File: src/rtl/decade_cascade_ctrl.sv
// Run/pause/done controller for a cascade of prescaled BCD decade counters.
// Stops once the post-update count equals the programmed BCD target.
module decade_cascade_ctrl #(
  parameter int NDIGITS  = 4,
  parameter int PRESCALE = 10,
  localparam int PW = $clog2(PRESCALE + 1)
) (
  input  logic                   clk,
  input  logic                   reset_n,
  input  logic                   start,
  input  logic                   stop,
  input  logic                   clear,
  input  logic [4*NDIGITS-1:0]   target,
  output logic [4*NDIGITS-1:0]   digits,
  output logic [NDIGITS-1:0]     dig_ena,
  output logic                   wrap,
  output logic                   running,
  output logic                   done
);

  localparam logic [1:0] S_IDLE  = 2'd0;
  localparam logic [1:0] S_RUN   = 2'd1;
  localparam logic [1:0] S_PAUSE = 2'd2;
  localparam logic [1:0] S_DONE  = 2'd3;

  localparam logic [PW-1:0] PMAX = PW'(PRESCALE - 1);

  logic [1:0]           state;
  logic [PW-1:0]        presc;
  logic [4*NDIGITS-1:0] digits_nx;
  logic [NDIGITS:0]     cy;
  logic                 tick;

  assign tick = (state == S_RUN) & ~stop & ~clear
              & (presc == PMAX);

  // cy[i] enables digit i; cy[NDIGITS] is the roll-over of the whole count
  always_comb begin
    cy        = '0;
    digits_nx = digits;
    cy[0]     = tick;
    for (int i = 0; i < NDIGITS; i++) begin
      cy[i+1] = cy[i] & (digits[4*i +: 4] == 4'd9);
      if (cy[i]) begin
        if (digits[4*i +: 4] == 4'd9)
          digits_nx[4*i +: 4] = 4'd0;
        else
          digits_nx[4*i +: 4] = digits[4*i +: 4] + 4'd1;
      end
    end
  end

  assign dig_ena = cy[NDIGITS-1:0];
  assign wrap    = cy[NDIGITS];
  assign running = (state == S_RUN);
  assign done    = (state == S_DONE);

  always_ff @(posedge clk or negedge reset_n) begin
    if (!reset_n) begin
      state  <= S_IDLE;
      presc  <= '0;
      digits <= '0;
    end else if (clear) begin
      state  <= S_IDLE;
      presc  <= '0;
      digits <= '0;
    end else begin
      case (state)
        S_IDLE: begin
          if (start) begin
            state <= S_RUN;
            presc <= '0;
          end
        end
        S_RUN: begin
          if (stop) begin
            state <= S_PAUSE;
          end else begin
            presc  <= (presc == PMAX) ? '0 : presc + PW'(1);
            digits <= digits_nx;
            if (tick && digits_nx == target)
              state <= S_DONE;
          end
        end
        S_PAUSE: begin
          if (start)
            state <= S_RUN;
        end
        S_DONE: begin
          state <= S_DONE;
        end
        default: state <= S_IDLE;
      endcase
    end
  end

endmodule

File: config.mk
export PLATFORM = sky130hd
export DESIGN_NAME = decade_cascade_ctrl
export DESIGN_NICKNAME = d
export VERILOG_FILES = /design/src/rtl/decade_cascade_ctrl.sv
export SDC_FILE = /design/constraint.sdc
export NUM_CORES = 1
export LEC_CHECK = 0
export ABC_CLOCK_PERIOD_IN_PS = 3560
export BUFFER_PORTS_ARGS = -buffer_cell sky130_fd_sc_hd__buf_2
export CORE_MARGIN = 2
export CORE_UTILIZATION = 44
export CTS_CLUSTER_DIAMETER = 40
export DETAILED_ROUTE_END_ITERATION = 10
export HOLD_SLACK_MARGIN = 0.03
export PLACE_DENSITY = 0.67
export SLEW_MARGIN = 20
export SYNTH_ARGS = -nofsm -noshare
export SYNTH_HDL_FRONTEND = slang
export SYNTH_SLANG_ARGS = --single-unit
File: constraint.sdc
create_clock -name clk -period 3.56 [get_ports clk]
set_input_delay 0.356 -clock clk [delete_from_list [all_inputs] [get_ports clk]]
set_output_delay 0.356 -clock clk [all_outputs]
set_load 0.01 [all_outputs]
# Word level (Yosys, flattened, before mapping)
# Index checks and enable logic that the tools add are counted.
# classes
n_reduce_logical,8
n_bitwise,9
add_sub_neg,5
eq_ne,14
mux,21
# ops
operator,n
16-bit two-way mux,3
4-bit two-way mux,12
4-bit by 1-bit adder with 4-bit output (second input constant),5
4-bit == test (second input constant),5
16-bit == test,1
2-bit two-way mux,4
4-bit one-hot mux with 2 select lines,1
1-bit AND,7
3-bit inequality test (second input constant),2
2-bit one-hot mux with 3 select lines,1
2-bit == test (second input constant),2
4-bit by 3-bit inequality test with 1-bit output (second input constant),1
2-bit AND reduction,2
3-bit by 1-bit inequality test with 1-bit output (second input constant),1
3-bit AND reduction,1
3-bit nonzero test,1
2-bit by 1-bit == test with 1-bit output (second input constant),1
2-bit zero test,1
2-bit by 1-bit inequality test with 1-bit output (second input constant),1
1-bit inverter,2
2-bit nonzero test,1
2-bit OR reduction,1
1-bit logical AND,1
# word_totals
input_bits,21
elab_cells,60
output_inout_bits,23
regBits,22

# Depth between registers and ports, before layout
# depth
ltp_word,14
mapped_depth,11

# Least setup slack after synthesis
# Ideal clock, no wire load.
# synth_path
path_type,reg-to-reg
from,register state[1]
to,register state[1]
stages_incl_launch_ff,9
t_required_ns,3.465
path_slack_ns,0.959
period_less_slack_ns,2.601
arrival_ns,2.505
setup_ns,0.095
path_cell_list,dfrtp_1 or4b_4 buf_6 or4_4 or4_1 o21ai_0 xnor2_1 nand4_1 o31ai_1
# synth_between
elab_chain_cells,12
elab_cells_between_ends,22
classes_between,eq/ne (6); mux (6); bitwise (6); reduce/logical (4)
# synth_rtl
element,line_no,text
"start, declared",28,logic [1:0] state;
"start signal, assigned",60,state <= S_IDLE;
"start signal, assigned",64,state <= S_IDLE;
"start signal, assigned",71,state <= S_RUN;
2-bit by 1-bit == test with 1-bit output,"34, 68",
1-bit AND (2 in series),34,assign tick = (state == S_RUN) & ~stop & ~clear
1-bit AND,35,& (presc == PMAX);
1-bit AND (3 in series),43,cy[i+1] = cy[i] & (digits[4*i +: 4] == 4'd9);
4-bit two-way mux,44,if (cy[i]) begin
16-bit == test,81,if (tick && digits_nx == target)
1-bit logical AND,81,
4-bit by 3-bit inequality test with 1-bit output (no source line),-,
2-bit AND reduction (no source line),-,
# Parallel ways exist; a longest one is shown, timed or not.
# A chain may end at the register's enable or synchronous reset.

# Final worst setup path
# Same ends and word-level chain as after synthesis.

==> reports/qor.txt <==
Status - finished, final reports clean
Final hold vios - 0
Post-Syn Area per Cell - 8.62 um^2
CTS sink count - 22
Vias in the first global route - 1543
Final Net Count - 282
Post-CTS setup buffer count - 0
First-pass GRT wire length - 6.94 mm
DRC violations left - 0
Setup CP Type - flop to flop
Post-synth EDFFs - 0
Crit path max-delay cell type - or4b_4
Ys Warns - 0
Hold crit path type - input pin to async pin
FF-to-FF setup slack - 0.76 ns
Pint - 378 uW
Post-Syn Area - 0.00181 mm^2
Placer Congestion - 0.844
Dpl ws - 0.749 ns
Synth top area share - 0.304
Core Area - 0.00397 mm^2
CTS tree - yes
Final Max Slew Viols - 0
Register share of total power - 0.508
Pin count of the biggest net entering global routing - 23
Setup slack after layout - 0.758 ns
Iteration-0 DRC Markers - 75
Post-route antenna net violation count - 0
H-tree Lvls - 1
Wirelength per Cell - 14.2 um
Worst Setup End Kind - flop
Most common flop cell mapped by yosys - dfrtp_1
Hpwl dp - 3.32 mm
Post-CTS Hold Buffers - 0
CTS buffer count - 3
WL final - 4.27 mm
Most frequent cells in the layout - 43 x buf_2, 24 x o21ai_0, 22 x dfrtp_1, 16 x nand2_1, 12 x nor2_1
Mapped Cells - 210
Final min period - 2.80 ns
Max-Cap Viols - 0
Worst-case clock buffer depth - 2
Port bufs - 43
Vias per inst - 5.65
Initial antenna violation count - 0
Crit-path max cell delay - 0.65 ns
Vias - 1695
Power Density - 241 mW/mm^2
Crit path max-delay family - simple AND/OR/NAND/NOR gates
Most common cell after layout, fill and taps aside - buf_2
Util after Layout - 0.527
Syn nets - 241
Critical Path Start Type - flop
Pleak - 0.00100 uW
Sequential share of the synthesized area - 0.304
Peak VDD IR - 0.000128 V
Slew HR - 0.526
Die area - 0.00464 mm^2
Reg2reg end - state[1]
Worst reg2reg path depth - 7
Die Y - 68.1 um
Buf+Inv Stages, Crit Path - 0
Share of cells above drive strength 1 - 0.232
Gr usage total - 0.197
Max Clock Skew - 0.00472 ns
Asr flop ratio synth - 1.00
RSZ-0062 raised after global routing - no
Initial Util - 0.456
Root buffer cell - clkbuf_8
Tightest Pin Transition - 0.693 ns
Psw - 126 uW
Synthesized flop and latch total - 22
Leading area contributor after synthesis - dfrtp_1
Top fanout value on the critical path - 11
DRT Pass-1 Iters - 7
Reg clk slew, reported paths - 0.09 ns
Gate power share - 0.124
Fmax - 357 MHz
Worst skew pair latency - 0.26 ns
Synth unique cells - 49
Largest cells by area after synthesis - dfrtp_1 30%, ha_1 6.9%, o21ai_0 6.6%, xor2_1 4.8%, xnor2_1 3.9%
R2R Path Start - state[1]
Worst-path cell chain - or4b_4 > or4_4 > or4_1 > o21ai_0 > xnor2_1 > nand4_1 > o31ai_1
Clock share of power - 0.368
Endpoints failing setup - 0
# IOs - 44
Sw frac - 0.250
Setup TNS - 0 ns
Cell Rows - 23
Area grow syn2layout - 15.6%
Arr. time, crit path - 2.98 ns
Gr ovfl total - 0
Req. time, crit path - 3.74 ns
DIE WIDTH - 68.1 um
Final period util - 0.787
Post_cts resized - 0
ANT cells - 0
-- Yosys cell counts, drive strengths merged, types with 4 or more instances --
cell,count
a21oi,10
and3b,4
buf,4
clkbuf,4
dfrtp,22
ha,10
inv,12
nand2,16
nand3,6
nand3b,4
nand4,7
nor2,12
o21ai,24
o31ai,8
xnor2,8
xor2,10
-- area by class of cell --
class / instances / area (um^2)
inverters: 12 / 45.0
multi-input cells: 168 / 1160
repair buffers: 44 / 223
flip-flops and latches: 22 / 551
clock buffers: 4 / 55.1
fillers: 407 / 1880
well taps: 50 / 62.6
-- cells by family after synthesis --
logic type,count (synthesis),share of synthesized area
mux,3,0.0173
xor+xnor,18,0.0871
fa+ha+maj,10,0.0692
simple gates,71,0.237
compound gates,66,0.229
flops,22,0.304
buf+inv,20,0.0567
-- metrics by stage --
stage               area, um^2  instances  hold slack (ns)  power, uW
finish                    2090        300           0.0529        504
global route              2090        300           0.0874        528
CTS                       2090        300           0.0803        514
detailed placement        2040        296            0.375        324
global placement          2040        296            0.363        324
floorplan                 1810        210           0.0604        295
-- registers in the layout, indices dropped and copies added, names as in the netlist --
| register | count |
|---|---|
| state | 2 |
| digits | 16 |
| presc | 4 |
-- power by group through the flow --
stage | clock network [uW] | logic [uW] | registers (uW)
after detailed placement | 0 | 63.1 | 261
final | 186 | 62.3 | 256
after floorplan | 0 | 34.9 | 260
after CTS | 194 | 63.4 | 256
after global placement | 0 | 62.8 | 261
after global routing | 200 | 71.1 | 257
-- layer usage --
layer | vias up | GRT usage | share of wire | wire, um
met4 | 0 | 0.0500 | 0.0068 | 29
met2 | 29 | 0.329 | 0.47 | 2010
met3 | 2 | 0.0197 | 0.033 | 140
li1 | 857 | - | - | -
met1 | 807 | 0.272 | 0.49 | 2090
met5 | - | 0 | 0 | 0
-- worst register-to-register path, stage by stage, from the launching register on --
cell,delay (ns)
dfrtp_1,0.44
or4b_4,0.65
or4_4,0.64
or4_1,0.41
o21ai_0,0.12
xnor2_1,0.15
nand4_1,0.11
o31ai_1,0.20
-- worst max-delay path by stage --
stage / start / cells after the start / slack [ns] / endpoint
after floorplan: clear / 9 / 0.96 / state[1]
after global placement: stop / 8 / 0.78 / state[1]
after detailed placement: stop / 8 / 0.75 / state[1]
after CTS: state[1] / 7 / 0.75 / state[1]
after global routing: state[1] / 7 / 0.62 / state[1]
final: state[1] / 7 / 0.76 / state[1]
(Power assumes the default switching activity.)
